## config.mk

```make
export PLATFORM = sky130hd
export DESIGN_NAME = tlc_signal_monitor
export DESIGN_NICKNAME = d
export VERILOG_FILES = /design/src/rtl/tlc_signal_monitor.sv
export SDC_FILE = /design/constraint.sdc
export NUM_CORES = 1
export LEC_CHECK = 0
export BUFFER_PORTS_ARGS = -buffer_cell sky130_fd_sc_hd__buf_4
export CORE_ASPECT_RATIO = 0.9
export CORE_MARGIN = 4
export CORE_UTILIZATION = 35
export CTS_BUF_LIST = sky130_fd_sc_hd__clkbuf_8
export CTS_CLUSTER_DIAMETER = 50
export DETAILED_ROUTE_END_ITERATION = 8
export HOLD_SLACK_MARGIN = 0.12
export SLEW_MARGIN = 10
export SYNTH_ARGS = -nofsm -noshare
export SYNTH_HDL_FRONTEND = slang
export SYNTH_SLANG_ARGS = --single-unit
export TNS_END_PERCENT = 20
```

## constraint.sdc

```tcl
create_clock -name Clk -period 9.95 [get_ports Clk]
set_input_delay 1.4925 -clock Clk [delete_from_list [all_inputs] [get_ports Clk]]
set_output_delay 1.4925 -clock Clk [all_outputs]
set_load 0.03 [all_outputs]
```

## src/rtl/tlc_signal_monitor.sv

```systemverilog
// Lamp-side decoder and safety monitor for the traffic light controller.
// Optional build macro: TLC_MON_FLASH_EN (flash the fail-safe red during a fault).
module tlc_signal_monitor #(
    parameter int unsigned MIN_YELLOW = 4,
    parameter int unsigned MIN_ALLRED = 2,
    parameter int unsigned FLASH_HALF = 3,
    parameter int unsigned CNT_W      = 31
) (
    input  logic       Clk,
    input  logic       Rst,
    input  logic [1:0] highwaySignal,
    input  logic [1:0] farmSignal,
    output logic [2:0] highwayLamps,
    output logic [2:0] farmLamps,
    output logic       fault,
    output logic [2:0] faultCode
);

    localparam logic [1:0] SigGreen  = 2'b00;
    localparam logic [1:0] SigYellow = 2'b01;
    localparam logic [1:0] SigRed    = 2'b10;
    localparam logic [1:0] SigBad    = 2'b11;

    localparam logic [CNT_W-1:0] CntMax = {CNT_W{1'b1}};

    if (FLASH_HALF < 1) begin : gen_bad_flash_half
        $error("FLASH_HALF must be at least 1");
    end
    if (CNT_W < 2) begin : gen_bad_cnt_w
        $error("CNT_W must be at least 2");
    end

    function automatic logic [2:0] decode(input logic [1:0] sig);
        logic [2:0] lamp;
        unique case (sig)
            SigGreen:  lamp = 3'b001;
            SigYellow: lamp = 3'b010;
            default:   lamp = 3'b100;
        endcase
        return lamp;
    endfunction

    // Only G->Y, Y->R, R->G and hold are legal; invalid encodings are reported separately.
    function automatic logic illegal_step(input logic [1:0] prev, input logic [1:0] cur);
        if (prev == SigBad || cur == SigBad) begin
            return 1'b0;
        end
        return (prev == SigGreen  && cur == SigRed)
            || (prev == SigRed    && cur == SigYellow)
            || (prev == SigYellow && cur == SigGreen);
    endfunction

    function automatic logic [CNT_W-1:0] sat_inc(input logic [CNT_W-1:0] cnt);
        return (cnt == CntMax) ? cnt : cnt + 1'b1;
    endfunction

    // Sample (S) and previous-sample (P) registers
    logic [1:0] hwySampQ, farmSampQ, hwyPrevQ, farmPrevQ;

    // Run-length counters describe the run that ends at P, so they are valid
    // exactly when a transition P->S is being judged.
    logic [CNT_W-1:0] hwyYelCntQ, hwyYelCntD;
    logic [CNT_W-1:0] farmYelCntQ, farmYelCntD;
    logic [CNT_W-1:0] allRedCntQ, allRedCntD;

    logic [2:0] hwyLampQ, farmLampQ;
    logic       faultQ, faultD;
    logic [2:0] faultCodeQ, faultCodeD;
    logic [2:0] violCode;
    logic [2:0] failSafe;

    logic sampAllRed, prevAllRed;
    logic conflict, illegalTrans, shortYellow, invalidEnc, shortClear;

    always_ff @(posedge Clk or posedge Rst) begin
        if (Rst) begin
            hwySampQ  <= SigRed;
            farmSampQ <= SigRed;
            hwyPrevQ  <= SigRed;
            farmPrevQ <= SigRed;
        end else begin
            hwySampQ  <= highwaySignal;
            farmSampQ <= farmSignal;
            hwyPrevQ  <= hwySampQ;
            farmPrevQ <= farmSampQ;
        end
    end

    assign sampAllRed = hwySampQ[1] & farmSampQ[1];
    assign prevAllRed = hwyPrevQ[1] & farmPrevQ[1];

    always_comb begin
        hwyYelCntD  = '0;
        farmYelCntD = '0;
        allRedCntD  = '0;
        if (hwySampQ == SigYellow) begin
            hwyYelCntD = (hwyPrevQ == SigYellow) ? sat_inc(hwyYelCntQ) : {{(CNT_W-1){1'b0}}, 1'b1};
        end
        if (farmSampQ == SigYellow) begin
            farmYelCntD = (farmPrevQ == SigYellow) ? sat_inc(farmYelCntQ)
                                                   : {{(CNT_W-1){1'b0}}, 1'b1};
        end
        if (sampAllRed) begin
            allRedCntD = prevAllRed ? sat_inc(allRedCntQ) : {{(CNT_W-1){1'b0}}, 1'b1};
        end
    end

    always_ff @(posedge Clk or posedge Rst) begin
        if (Rst) begin
            hwyYelCntQ  <= '0;
            farmYelCntQ <= '0;
            allRedCntQ  <= CntMax;
        end else begin
            hwyYelCntQ  <= hwyYelCntD;
            farmYelCntQ <= farmYelCntD;
            allRedCntQ  <= allRedCntD;
        end
    end

    always_comb begin
        conflict     = !hwySampQ[1] && !farmSampQ[1];
        illegalTrans = illegal_step(hwyPrevQ, hwySampQ) || illegal_step(farmPrevQ, farmSampQ);
        shortYellow  = (hwyPrevQ == SigYellow && hwySampQ == SigRed
                        && hwyYelCntQ < CNT_W'(MIN_YELLOW))
                    || (farmPrevQ == SigYellow && farmSampQ == SigRed
                        && farmYelCntQ < CNT_W'(MIN_YELLOW));
        invalidEnc   = (hwySampQ == SigBad) || (farmSampQ == SigBad);
        shortClear   = ((hwyPrevQ == SigRed && hwySampQ == SigGreen)
                        || (farmPrevQ == SigRed && farmSampQ == SigGreen))
                    && allRedCntQ < CNT_W'(MIN_ALLRED);

        violCode = 3'd0;
        if (conflict) begin
            violCode = 3'd1;
        end else if (illegalTrans) begin
            violCode = 3'd2;
        end else if (shortYellow) begin
            violCode = 3'd3;
        end else if (invalidEnc) begin
            violCode = 3'd4;
        end else if (shortClear) begin
            violCode = 3'd5;
        end
    end

    // First violation wins; the latch only clears on reset.
    always_comb begin
        faultD     = faultQ;
        faultCodeD = faultCodeQ;
        if (!faultQ && violCode != 3'd0) begin
            faultD     = 1'b1;
            faultCodeD = violCode;
        end
    end

    always_ff @(posedge Clk or posedge Rst) begin
        if (Rst) begin
            faultQ     <= 1'b0;
            faultCodeQ <= 3'd0;
            hwyLampQ   <= 3'b100;
            farmLampQ  <= 3'b100;
        end else begin
            faultQ     <= faultD;
            faultCodeQ <= faultCodeD;
            hwyLampQ   <= decode(hwySampQ);
            farmLampQ  <= decode(farmSampQ);
        end
    end

`ifdef TLC_MON_FLASH_EN
    localparam int unsigned FlashPeriod = 2 * FLASH_HALF;
    localparam int unsigned FlashW      = (FlashPeriod > 2) ? $clog2(FlashPeriod) : 1;

    logic [FlashW-1:0] flashCntQ;

    // Phase 0 lines up with the cycle fault first reads 1, so the flash starts lit.
    always_ff @(posedge Clk or posedge Rst) begin
        if (Rst) begin
            flashCntQ <= '0;
        end else if (!faultQ) begin
            flashCntQ <= '0;
        end else if (flashCntQ == FlashW'(FlashPeriod - 1)) begin
            flashCntQ <= '0;
        end else begin
            flashCntQ <= flashCntQ + 1'b1;
        end
    end

    assign failSafe = {(flashCntQ < FlashW'(FLASH_HALF)), 2'b00};
`else
    assign failSafe = 3'b100;
`endif

    always_comb begin
        highwayLamps = faultQ ? failSafe : hwyLampQ;
        farmLamps    = faultQ ? failSafe : farmLampQ;
        fault        = faultQ;
        faultCode    = faultCodeQ;
    end

endmodule

```

==> results.md <==
Clock tree:
- The clock tree from TritonCTS is yes.
- The number of instances resized during post-cts repair is 0.
- The number of sinks on the clock net is about 110.
- Clock latency on the worst-skew pair, taken at its later pin, is approximately 0.40 ns.
- The number of buffers inserted during clock tree synthesis is 9.
- The clock edge transition at the registers on the reported setup and hold paths is 0.12 ns.
- CTS placed an instance of clkbuf_8 at the clock tree root.
- The number of setup buffers added after CTS is 0.
- The buffer levels on the longest clock path is 2.
- For this design, the CTS-stage hold fixing added 0 buffers.
- The deepest level of the CTS H-tree is 3.

Global routing:
- The wire length of the first global-routing pass is around 25 mm.
- The global-route congestion overflow total is 0.
- The total routing resource utilization after global routing is 0.152.
- The number of global-route vias before repair was about 5000.
- The initial antenna violation count came to 0.
- Entering global routing, the biggest net connects just under 80 pins.

Worst setup path:
- The critical path crosses 2 cells after its start point.
- The worst setup path is captured at an output pin.
- The worst reg2reg path startpoint is allRedCntQ[0]$_DFFE_PP1P_.
- On the worst path, the slowest cell contributes a delay of a little under 0.6 ns.
- Of all nets on the critical path, the largest fanout is 15.
- In this run the worst setup path begins at fault$_DFFE_PP0P_.
- The endpoint of the worst setup timing path is farmLamps[2].
- For the worst setup path, the data arrival time is ~1.6 ns.
- STA puts the critical path data required time at roughly 8.5 ns.
- The endpoint identified for the worst register-to-register timing path is allRedCntQ[29]$_DFFE_PP1P_.
- The type of element launching the critical path is a flip-flop.
- The worst-case reg-to-reg path depth is 7.
- The reg-to-reg setup timing slack is ~7.3 ns.
- The highest-delay cell along the critical path is dfrtp_1.
- The family with the most delay on the worst path is flip-flops.
- Walking the worst path, the cells encountered are or2_2, buf_4.
- The number of buffers and inverters on the critical path is 1.
- The critical path in this run is classified as reg2out.

Yosys:
- After synthesis, the share of flip-flops with an asynchronous set or reset is 1.00.
- The distinct cell type count after synthesis is 67.
- A synthesized cell averages approximately 9.3 µm².
- When the netlist entered floorplanning its net count stood at roughly 680.
- Counting flops and latches in the post-synthesis netlist gives roughly 110.
- The gate count of the mapped netlist is about 670.
- The synthesized design contains 0 enable-type register cells.
- The flip-flop cell with the highest count after synthesis is dfrtp_1.
- The number of warnings reported in the yosys synthesis log is 0.
- In this run the cell area of the synthesized design comes to between 6000 and 7000 µm².
- The post-synthesis sequential area ratio is 0.450.

Power and ir drop:
- The analysis attributes to cell leakage a power of 2.50 nW.
- Dividing total power by cell area gives a power density of between 100 and 150 nW/µm².
- VDD sags by at most approximately 0.000066 V.

Timing:
- The number of slew-limit violations in the final report was 0.
- Dividing the final minimum period by the clock period gives 0.305.
- The minimum period implied by the final worst setup slack is a little over 3 ns.
- The slew at the pin closest to its max-slew limit is 0.980 ns.
- Headroom to the max-slew limit came out at 0.344.
- Setup repair after global routing left no endpoint under its margin.
- The clock skew is between 0.015 and 0.02 ns.
- Setup total negative slack on the finished layout was measured at 0 ns.
- The final count of hold timing violations is 0.
- The maximum clock rate is around 330 MHz.
- Setup violations remaining at the end of the flow were counted as 0.

Finish:
- For this run, the post-layout net count is around 680.
- The fraction of final layout cells with drive strength greater than 1 is 0.158.
- Compared with the post-synthesis result, the final layout area differs by 7.74%.
- The non-filler instance count after layout is 911.
- After routing the design area is about 6800 µm².
- The number of antenna repair diodes is 0.

Placed design:
- Input and output buffers added on the ports amount to 15.
- The placed instances occupy a cell area of 6530 µm².
- The placed wire-length estimate after detailed placement is about 10 mm.
- The routability congestion estimate from global placement is approximately 0.83.
- In this run, placement finished with an instance count of between 800 and 900.

Route:
- Dividing the detail-routed wire length by the instance count gives ~16 µm.
- The final wirelength is around 15 mm.
- Using the TritonRoute via totals, the vias-per-cell ratio works out to roughly 5.8.
- The first-pass detailed-route iteration total is 5.
- The remaining antenna violation count after routing is 0.
- The number of design-rule violations left by the first detailed-router iteration is 403.
- The final routed DRC violation total is 0.
- The count of vias placed by the detailed router is 5300.

Job:
- Across the run, the number of max-cap violations was 0.

Status:
- The flow ran to the end, and the final reports show no timing, DRC or antenna violations.

Floorplan:
- The standard cell core area is 17600 µm².
- The floorplan step set the die width to 149 µm.
- The starting density of the core is 0.356.
- The total die area is 20100 µm².
- The number of I/O pins is 16.
- The die span in y is between 100 and 150 µm.
- The floorplan row count is 46.

Worst hold path:
- The path type of the worst min-delay path is reg2reg.
## synthesized netlist by cell type (4+ instances only)
master,instances,area [µm²]
or3_1,35,219
xnor2_1,9,78.8
or2_2,8,50.1
o21a_1,4,30.0
nand3_1,39,195
clkbuf_1,18,67.6
o211ai_1,10,75.1
and4_1,8,70.1
a211oi_1,8,60.1
nor4b_1,4,35.0
dfstp_2,37,972
dfrtp_1,74,1850
mux2i_1,4,40.0
o31ai_1,9,67.6
nand2b_1,4,25.0
a21oi_1,45,225
nor2b_1,6,37.5
nor3_1,11,55.1
buf_6,4,45.0
nand3b_1,4,30.0
nand2_1,61,229
a31oi_1,9,56.3
and2_1,4,25.0
nor2_1,37,139
o21ai_0,38,190
or4_1,21,158
nor4_1,24,150
nand4_1,30,188
o311ai_0,4,35.0
inv_1,11,41.3
and3_1,17,106
buf_2,10,50.1
xor2_1,8,70.1
## worst min-delay path by stage
| stage | start | endpoint | slack (ns) | cells past startpoint |
|---|---|---|---|---|
| CTS | farmSampQ[1]$_DFF_PP1_ | farmLampQ[2]$_DFF_PP1_ | 0.46 | 0 |
| finish | farmSampQ[1]$_DFF_PP1_ | farmLampQ[2]$_DFF_PP1_ | 0.44 | 0 |
| global placement | farmSampQ[1]$_DFF_PP1_ | farmLampQ[2]$_DFF_PP1_ | 0.44 | 0 |
| floorplan | farmSampQ[1]$_DFF_PP1_ | farmPrevQ[1]$_DFF_PP1_ | 0.35 | 0 |
| detailed placement | farmSampQ[1]$_DFF_PP1_ | farmLampQ[2]$_DFF_PP1_ | 0.44 | 0 |
| global route | farmSampQ[1]$_DFF_PP1_ | farmLampQ[2]$_DFF_PP1_ | 0.47 | 0 |
## through the flow
step / hold slack [ns] / util / total power [mW] / setup slack, ns
final: 0.445 / 0.384 / 0.814 / 6.91
after global routing: 0.470 / 0.384 / 0.848 / 6.85
after CTS: 0.455 / 0.384 / 0.827 / 6.87
after detailed placement: 0.437 / 0.371 / 0.506 / 6.95
after global placement: 0.437 / 0.371 / 0.505 / 7.01
after floorplan: 0.352 / - / 0.493 / 5.59
## cell usage in the layout, fill, tap and decap left out, drive strengths merged, types with 5 or more instances in the layout
cell type  Yosys  final
dfrtp         74     74
nand2         61     61
a21oi         45     45
o21ai         41     41
nand3         39     39
nor2          37     37
dfstp         37     37
or3           35     35
nand4         34     34
nor4          28     28
or4           23     23
buf           18     21
and3          17     17
nor3          14     14
inv           11     13
o211ai        10     10
clkbuf        21     10
and4          10     10
o31ai          9      9
a31oi          9      9
xnor2          9      9
a211oi         8      8
or2            8      8
xor2           8      8
nor2b          6      6
nor4b          5      5
## kinds of logic after synthesis
family,share of synthesized area
AND/OR/NAND/NOR,0.316
AO/OA/AOI/OAI,0.156
flip-flops,0.450
buffers and inverters,0.0391
XOR/XNOR,0.0237
multiplexers,0.00878
adder cells (fa/ha/maj),0.00599
## routing by layer
| metal | track usage | routed length (µm) | vias to the layer above |
|---|---|---|---|
| met5 | 0 | 0 | - |
| met4 | 0.0285 | 100 | 0 |
| met3 | 0.0396 | 567 | 6 |
| met2 | 0.236 | 6900 | 85 |
| met1 | 0.216 | 7380 | 2656 |
| li1 | - | - | 2553 |
## flip-flops by register name (all words and copies together), names as in the netlist
signal and cells:
allRedCntQ 31, farmLampQ 3, farmPrevQ 2, farmSampQ 2, farmYelCntQ 31, fault 1, faultCode 3, hwyLampQ 3
hwyPrevQ 2, hwySampQ 2, hwyYelCntQ 31
## report_power, final
group          total, mW  switching, mW  internal [mW]  leakage, nW
clock              0.317          0.166          0.151        0.117
combinational     0.0324         0.0227        0.00971        0.990
sequential         0.464        0.00670          0.458         1.39
## area by class of cell
| cell class | instances | area, µm² |
|---|---|---|
| clock buffers | 10 | 138 |
| clock inverters | 6 | 91.3 |
| fillers | 1793 | 10900 |
| inverters | 11 | 43.8 |
| multi-input cells | 512 | 3200 |
| flip-flops and latches | 111 | 2820 |
| well taps | 240 | 300 |
| repair buffers | 21 | 158 |
Note: power is estimated with default switching activity, not from simulation.
